### config.mk
export PLATFORM = sky130hd
export DESIGN_NAME = light_controller
export DESIGN_NICKNAME = d
export VERILOG_FILES = /design/src/rtl/light_controller.sv
export SDC_FILE = /design/constraint.sdc
export NUM_CORES = 1
export LEC_CHECK = 0
export ABC_AREA = 0
export CAP_MARGIN = 20
export CORE_ASPECT_RATIO = 0.6
export CORE_MARGIN = 2
export CORE_UTILIZATION = 55
export DETAILED_ROUTE_END_ITERATION = 16
export GPL_TIMING_DRIVEN = 1
export PLACE_DENSITY_LB_ADDON = 0.05
export SYNTH_ARGS = -nofsm -noshare
export SYNTH_HDL_FRONTEND = slang
export SYNTH_SLANG_ARGS = --single-unit
### constraint.sdc
create_clock -name CLK -period 1.8 [get_ports CLK]
set_clock_uncertainty 0.05 [all_clocks]
set_input_delay 0.36 -clock CLK [delete_from_list [all_inputs] [get_ports CLK]]
set_output_delay 0.36 -clock CLK [all_outputs]
set_load 0.1 [all_outputs]
### src/rtl/light_controller.sv
// Push-button light sequencer: synchroniser, debounce, short/long press
// classification and an OFF/ON/BLINK mode machine driving the onboard LED.
//
// state   | meaning
// S_OFF   | LED dark, waiting for a press
// S_ON    | LED lit, optional auto-off timer running
// S_BLINK | LED toggles every BLINK_HALF cycles, lit phase first
module light_controller #(
    parameter int DEBOUNCE_CYCLES = 160000,
    parameter int LONG_CYCLES     = 16000000,
    parameter int TIMEOUT_CYCLES  = 0,
    parameter int BLINK_HALF      = 4000000
) (
    input  logic       CLK,
    input  logic       RST_N,
    input  logic       PIN_1,
    output logic       LED,
    output logic       USBPU,
    output logic [1:0] STATE,
    output logic       PRESS_SHORT,
    output logic       PRESS_LONG
);

    localparam int DW = $clog2(DEBOUNCE_CYCLES + 1);
    localparam int HW = $clog2(LONG_CYCLES + 1);
    localparam int TW = (TIMEOUT_CYCLES > 0) ? $clog2(TIMEOUT_CYCLES + 1) : 1;
    localparam int BW = $clog2(BLINK_HALF + 1);

    localparam logic [DW-1:0] DB_LAST    = DW'(DEBOUNCE_CYCLES - 1);
    localparam logic [HW-1:0] HOLD_LAST  = HW'(LONG_CYCLES - 1);
    localparam logic [HW-1:0] HOLD_MAX   = HW'(LONG_CYCLES);
    localparam logic [TW-1:0] TMO_LAST   = TW'((TIMEOUT_CYCLES > 0) ? TIMEOUT_CYCLES - 1 : 0);
    localparam logic [BW-1:0] BLINK_LAST = BW'(BLINK_HALF - 1);

    typedef enum logic [1:0] {
        S_OFF   = 2'b00,
        S_ON    = 2'b01,
        S_BLINK = 2'b10
    } mode_t;

    mode_t           state_q, state_d;
    logic            sync_q, pin_s;
    logic            db_level, db_prev, db_fall;
    logic [DW-1:0]   stable_cnt;
    logic [HW-1:0]   hold_cnt;
    logic            long_done;
    logic [TW-1:0]   tmo_cnt;
    logic            timeout;
    logic [BW-1:0]   blink_cnt;
    logic            phase;

    always_ff @(posedge CLK or negedge RST_N) begin
        if (!RST_N) begin
            sync_q <= 1'b0;
            pin_s  <= 1'b0;
        end else begin
            sync_q <= PIN_1;
            pin_s  <= sync_q;
        end
    end

    // A new level is accepted only after DEBOUNCE_CYCLES disagreeing samples in a row.
    always_ff @(posedge CLK or negedge RST_N) begin
        if (!RST_N) begin
            db_level   <= 1'b0;
            db_prev    <= 1'b0;
            stable_cnt <= '0;
        end else begin
            db_prev <= db_level;
            if (pin_s == db_level) begin
                stable_cnt <= '0;
            end else if (stable_cnt == DB_LAST) begin
                db_level   <= ~db_level;
                stable_cnt <= '0;
            end else begin
                stable_cnt <= stable_cnt + DW'(1);
            end
        end
    end

    assign db_fall = db_prev & ~db_level;

    // Hold counter sits at zero while released, so each press starts from zero.
    always_ff @(posedge CLK or negedge RST_N) begin
        if (!RST_N) begin
            hold_cnt  <= '0;
            long_done <= 1'b0;
        end else begin
            if (!db_level) begin
                hold_cnt <= '0;
            end else if (hold_cnt != HOLD_MAX) begin
                hold_cnt <= hold_cnt + HW'(1);
            end
            if (PRESS_LONG) begin
                long_done <= 1'b1;
            end else if (db_fall) begin
                long_done <= 1'b0;
            end
        end
    end

    assign PRESS_LONG  = db_level & (hold_cnt == HOLD_LAST);
    assign PRESS_SHORT = db_fall & ~long_done;
    assign timeout     = (TIMEOUT_CYCLES != 0) && (state_q == S_ON) && (tmo_cnt == TMO_LAST);

    always_ff @(posedge CLK or negedge RST_N) begin
        if (!RST_N) begin
            state_q <= S_OFF;
        end else begin
            state_q <= state_d;
        end
    end

    // Press events outrank the timeout in the same cycle.
    always_comb begin
        state_d = state_q;
        case (state_q)
            S_OFF: begin
                if (PRESS_SHORT)     state_d = S_ON;
                else if (PRESS_LONG) state_d = S_BLINK;
            end
            S_ON: begin
                if (PRESS_SHORT)     state_d = S_OFF;
                else if (PRESS_LONG) state_d = S_BLINK;
                else if (timeout)    state_d = S_OFF;
            end
            S_BLINK: begin
                if (PRESS_SHORT)     state_d = S_OFF;
                else if (PRESS_LONG) state_d = S_ON;
            end
            default: state_d = S_OFF;
        endcase
    end

    always_ff @(posedge CLK or negedge RST_N) begin
        if (!RST_N) begin
            tmo_cnt <= '0;
        end else if ((TIMEOUT_CYCLES != 0) && (state_q == S_ON) && (state_d == S_ON)
                     && !PRESS_SHORT && !PRESS_LONG) begin
            tmo_cnt <= tmo_cnt + TW'(1);
        end else begin
            tmo_cnt <= '0;
        end
    end

    always_ff @(posedge CLK or negedge RST_N) begin
        if (!RST_N) begin
            blink_cnt <= '0;
            phase     <= 1'b1;
        end else if (state_q != S_BLINK) begin
            blink_cnt <= '0;
            phase     <= 1'b1;
        end else if (blink_cnt == BLINK_LAST) begin
            blink_cnt <= '0;
            phase     <= ~phase;
        end else begin
            blink_cnt <= blink_cnt + BW'(1);
        end
    end

    always_ff @(posedge CLK or negedge RST_N) begin
        if (!RST_N) begin
            LED <= 1'b0;
        end else begin
            LED <= (state_q == S_ON) | ((state_q == S_BLINK) & phase);
        end
    end

    assign STATE = state_q;
    assign USBPU = 1'b0;

endmodule

; Yosys cells after proc, flatten, opt, wreduce, memory -nomap -nowiden
; Index checks and enable logic that the tools add are counted.
[classes]
n_addsub = 3
eq_ne = 10
n_mux = 16
bitwise_logic = 9
n_reduce_logical = 4
[ops]
columns = cell, n
row1 = $mux W24, 2
row2 = $mux W22, 2
row3 = $mux W18, 2
row4 = $add A24 B1 Y24 const B, 1
row5 = $eq A24 B24 Y1 const B, 1
row6 = $ne A24 B24 Y1 const B, 1
row7 = $add A22 B1 Y22 const B, 1
row8 = $eq A22 B22 Y1 const B, 1
row9 = $add A18 B1 Y18 const B, 1
row10 = $eq A18 B18 Y1 const B, 1
row11 = $mux W2, 5
row12 = $pmux W2 S3, 1
row13 = $and A1 B1 Y1, 4
row14 = $mux W1, 4
row15 = $not A1 Y1, 4
row16 = $reduce_bool A2 Y1, 2
row17 = $ne A3 B3 Y1 const B, 1
row18 = $eq A2 B1 Y1 const B, 1
row19 = $eq A2 B2 Y1 const B, 1
row20 = $logic_not A2 Y1, 1
row21 = $ne A2 B1 Y1 const B, 1
row22 = $ne A2 B2 Y1 const B, 1
row23 = $reduce_and A2 Y1, 1
row24 = $eq A1 B1 Y1, 1
row25 = $or A1 B1 Y1, 1
[word_totals]
register_bits = 73
inputBits = 3
word_cells = 53

; Depth between registers and ports, before layout
[logic_depth]
word_depth = 5
mapped_depth = 6
ltp_nobuf = 5

; Worst setup path before layout
; Ideal clock, no wire load.
[synth_timing]
path_kind = register -> register
start = register db_level
end = register state_q[0], in the netlist STATE[0]
setup_time_ns = 0.128
arrival_ns = 3.365
setup_slack_ns = -1.743
path_stages_with_launch = 5
path_cell_list = dfrtp_1 -> clkbuf_1 -> nor3b_1 -> or4_1 -> nand3_1
[synth_between]
elab_chain_cells = 5
elab_cells_between_ends = 10
cone_classes = eq/ne: 1 / mux: 5 / bitwise: 4
[synth_lines]
columns = item, line
row1 = start: declaration, 43  ; logic db_level, db_prev, db_fall;
row2 = start signal: assignment, 73  ; db_level <= ~db_level;
row3 = $not A1 Y1 *, 81  ; assign db_fall = db_prev & ~db_level;
row4 = $and A1 B1 Y1 *, 81
row5 = $and A1 B1 Y1 *, 103  ; assign PRESS_SHORT = db_fall & ~long_done;
row6 = net PRESS_SHORT, 20  ; output logic PRESS_SHORT,
row7 = $mux W2 (on tied branches), "128, 119, 123"
row8 = $pmux W2 S3, 117  ; case (state_q)
row9 = end signal: assignment, 110  ; state_q <= state_d;
row10 = end: declaration, 41  ; mode_t state_q, state_d;
; Mark *: on every way through the listed nets, which the timed path passes. The rest lies on a longest branch.
; A chain may end at the register's enable or synchronous reset.

; Final worst setup path
[layout_timing]
start = register hold_cnt[9]
end = output port PRESS_LONG
[layout_between]
elab_chain_cells = 2
[layout_lines]
columns = item, line
row1 = start: declaration, 45  ; logic [HW-1:0] hold_cnt;
row2 = start signal: assignment, 92  ; hold_cnt <= hold_cnt + HW'(1);
row3 = $eq A24 B24 Y1, 102  ; assign PRESS_LONG = db_level & (hold_cnt == HOLD_LAST);
row4 = $and A1 B1 Y1, 102
row5 = end: declaration, 21  ; output logic PRESS_LONG
; No other way between the ends.

==> flow_summary_export.csv <==
group,metric,value,unit
outcome,run_status,"complete, but fails checks",
outcome,failed_checks,"setup timing",
drt,vias,3171,
critical_path,crit_fanout,3,
critical_path,worstPathArrival,1630,ps
finish,multiInputGateArea,0.00195,mm²
critical_path,reg2reg_depth,5,
cts,clock_sinks,73,
synthesis,synth.distinct_cells,41,
floorplanning,core-area,0.00659,mm²
synthesis,synth-simple-area-share,28.9,%
critical_path,path_class,"reg -> out",
global_routing,grt_pass1_wl,13700,µm
global_routing,grt_max_degree,37,
synthesis,avgSynthCellArea,9.59,µm²
global_routing,antenna_found_initial,0,
synthesis,synth_seq_area_share,49.5,%
global_routing,overflow,0,
drt,wl_met3,475,µm
floorplanning,pin_count,9,
cts,h-tree-depth,3,
critical_path,max_stage_delay,400,ps
critical_path,required,1390,ps
synthesis,synth_commonest_cells,"dfrtp_1 (72), nor2_1 (41), nand3_1 (29)",
floorplanning,start_util,56.0,%
critical_path,path_cells,"and4_2 > nand4_1 > nor2_4 > buf_12",
cts,clk_latency,350,ps
drt,route.met2.wl,3790,µm
drt,drt-total-wl,8550,µm
critical_path,critPathBufInv,1,
power,p_clk_share,40.1,%
sta,min_period,2040,ps
floorplanning,die_w,110,µm
placement,hpwlAfterDp,6060,µm
synthesis,synth_top_family_by_area,"simple AND/OR/NAND/NOR gates",
min_path,hold_path_class,"reg -> reg",
placement,port_buffers,7,
finish,nets,470,
global_routing,grt_usage,24.9,%
placement,post-place-ws,-174,ps
critical_path,crit_slowest_cell,"dfrtp_1",
floorplanning,die_h,67.5,µm
drt,top_layer_used,"met4",
synthesis,ys_ff_latch,73,
critical_path,regToRegStartpoint,"blink_cnt[17]",
synthesis,synthMuxAreaShare,0.305,%
cts,clk_pin_slew_worst_paths,70,ps
synthesis,yosysTopAreaCellShare,48.8,%
power,cellPowerDensity,599,mW/mm²
finish,fillerInstances,482,
floorplanning,dieArea,0.00741,mm²
sta,setup-violations-final,23,
synthesis,synthXorXnorAreaFrac,8.07,%
drt,detail-route-antenna-nets,0,
synthesis,ys.warnings.count,0,
sta,min_period_over_period,113,%
critical_path,reg2reg_to,"blink_cnt[14]",
drt,wire_per_inst,15.4,µm
sta,fin_ws,-241,ps
power,leakagePower,1.94,nW
sta,fmax,490,MHz
finish,antenna_cells,0,
sta,tightest_slew,503,ps
synthesis,postSynthNetCount,392,
power,irDropWorstVdd,0.525,mV
min_path,whs_endpoint,"pin_s",
min_path,min_path_cells,0,
synthesis,ys_async_sr_fraction,100,%
synthesis,synth-compound-area-share,9.05,%
power,p_sw_share,22.4,%
critical_path,end_kind,"output pin",
finish,register_area,0.00183,mm²
drt,dr.pass1.iters,4,
synthesis,synthFlopType,"dfrtp_1",
critical_path,r2r_slack,-230,ps
sta,relSlewSlack,66.5,%
synthesis,synth_edf_count,0,
drt,drt-met1-wl,4240,µm
critical_path,crit_path_start_kind,"flip-flop",
drt,drc_errors,0,
placement,gp_congestion,0.833,
sta,rsz0062_at_grt,"true",
sta,slew_violations,0,
synthesis,yosysMostFrequentCell,"dfrtp_1",
cts,cts_buffers,9,
sta,setup_tns,-4710,ps
power,internal_power,0.00225,W
power,seq_power_share,57.0,%
min_path,min_from,"sync_q",
cts,tritoncts,"yes",
finish,drive_above_1_share,29.7,%
synthesis,synth_area_leaders,"dfrtp_1 (49%), xnor2_1 (4.3%), nor2_1 (4.2%), nand3_1 (3.9%), xor2_1 (3.8%)",
finish,area_growth,31.1,%
flow_run,max-cap-violations,0,
power,combPwrFrac,2.9,%
power,power.switching,0.000648,W
drt,drtIter0Drc,168,
cts,clk_path_buf_depth,2,
synthesis,yosys.area_share.adder,1.36,%
critical_path,cp_top_family,"simple AND/OR/NAND/NOR gates",
floorplanning,rows,23,
cts,cts-root-buf,"clkbuf_8",
synthesis,synth_top_area_cell,"dfrtp_1",
synthesis,postSynthCellCount,385,
sta,report.final.hold_viol_count,0,
drt,avgViaCountPerCell,5.71,
global_routing,grt_pass1_vias,2937,
synthesis,syn_area,0.00369,mm²
## worst register-to-register path, stage by stage, from the launching register on
cell and delay, ps:
dfrtp_1 380, or4b_4 540, or4_4 460, o21ai_4 250, buf_6 190, a21oi_2 40
## power groups by stage
stage,clock [W],sequential [W],combinational (W)
after floorplan,0,0.00168,0.0000288
after global placement,0,0.00168,0.0000840
after detailed placement,0,0.00168,0.0000858
after CTS,0.00119,0.00165,0.0000879
after global routing,0.00127,0.00165,0.0000970
final,0.00116,0.00165,0.0000843
## layout by cell type, fill, tap and decap left out, types with 4 or more instances in the layout
master,Yosys,routed
xnor2_1,18,18
xor2_1,16,16
a21oi_2,1,9
nor2_2,0,10
buf_4,1,63
dfrtp_1,72,71
and4_1,8,5
or3_1,16,15
nand2_1,18,18
nand4_1,15,15
inv_1,11,11
clkbuf_8,0,11
and2_1,7,7
nor4_1,11,10
o21ai_0,25,25
o31ai_1,4,4
a21oi_1,25,17
and3_1,8,6
or4_1,7,4
buf_6,0,7
nor3_1,7,7
nor2_1,41,28
nand3_1,29,27
buf_12,0,8
or4_4,3,6
## sequential cells by signal (all words and copies together), names as in the netlist
signal,cells
phase,1
pin_s,1
db_prev,1
blink_cnt,22
sync_q,1
STATE,2
long_done,1
stable_cnt,18
hold_cnt,24
db_level,1
LED,1
## how the worst max path moves through the flow
| stage | from | to | slack (ps) | cells past startpoint |
|---|---|---|---|---|
| 5_1_grt | hold_cnt[11] | PRESS_LONG | -360 | 5 |
| 3_5_place_dp | blink_cnt[8] | blink_cnt[5] | -170 | 5 |
| 3_3_place_gp | blink_cnt[8] | blink_cnt[5] | -110 | 5 |
| 6_report | hold_cnt[9] | PRESS_LONG | -240 | 4 |
| 4_1_cts | hold_cnt[14] | PRESS_LONG | -280 | 5 |
| 2_1_floorplan | hold_cnt[0] | PRESS_LONG | -180 | 5 |
## cell type report
type / instances / area share, %
multi-input cells: 288 / 40.4
repair buffers: 80 / 15.1
well taps: 87 / 2.25
inverters: 11 / 0.853
flip-flops and latches: 73 / 37.8
clock buffers: 14 / 3.36
clock inverters: 2 / 0.259
## what timing repair did
action	4_1_cts	5_1_grt
gates resized for setup	10	30
endpoints found under the setup margin	22	33
hold buffers	1	0
endpoints found under the hold margin	33	0
pin swaps	5	10
setup buffers	5	4
gates cloned	1	0
## logic make-up (layout without fill, tap and decap cells)
| family | count (synthesis) | count (layout) |
|---|---|---|
| other | 1 | 1 |
| AO/OA/AOI/OAI | 61 | 61 |
| AND/OR/NAND/NOR | 187 | 187 |
| adder cells (fa/ha/maj) | 4 | 4 |
| multiplexers | 1 | 1 |
| buffers and inverters | 24 | 107 |
| flip-flops | 73 | 73 |
| XOR/XNOR | 34 | 34 |
## metrics by stage
stage	instance area (µm²)	hold slack, ps	cells	util [%]	total power [W]
finish	4840	308	555	73.4	0.00290
global route	4840	308	555	73.4	0.00302
CTS	4710	308	552	71.5	0.00293
detailed placement	4450	291	529	67.5	0.00177
global placement	4450	288	529	67.5	0.00177
floorplan	3790	14.4	385	-	0.00171
## metal layers
| layer | vias up | GRT usage [%] |
|---|---|---|
| met5 | - | 0 |
| met4 | 0 | 8.07 |
| met3 | 6 | 8.11 |
| met2 | 70 | 36.5 |
| met1 | 1554 | 35.0 |
| li1 | 1541 | - |
(Power assumes the default switching activity.)
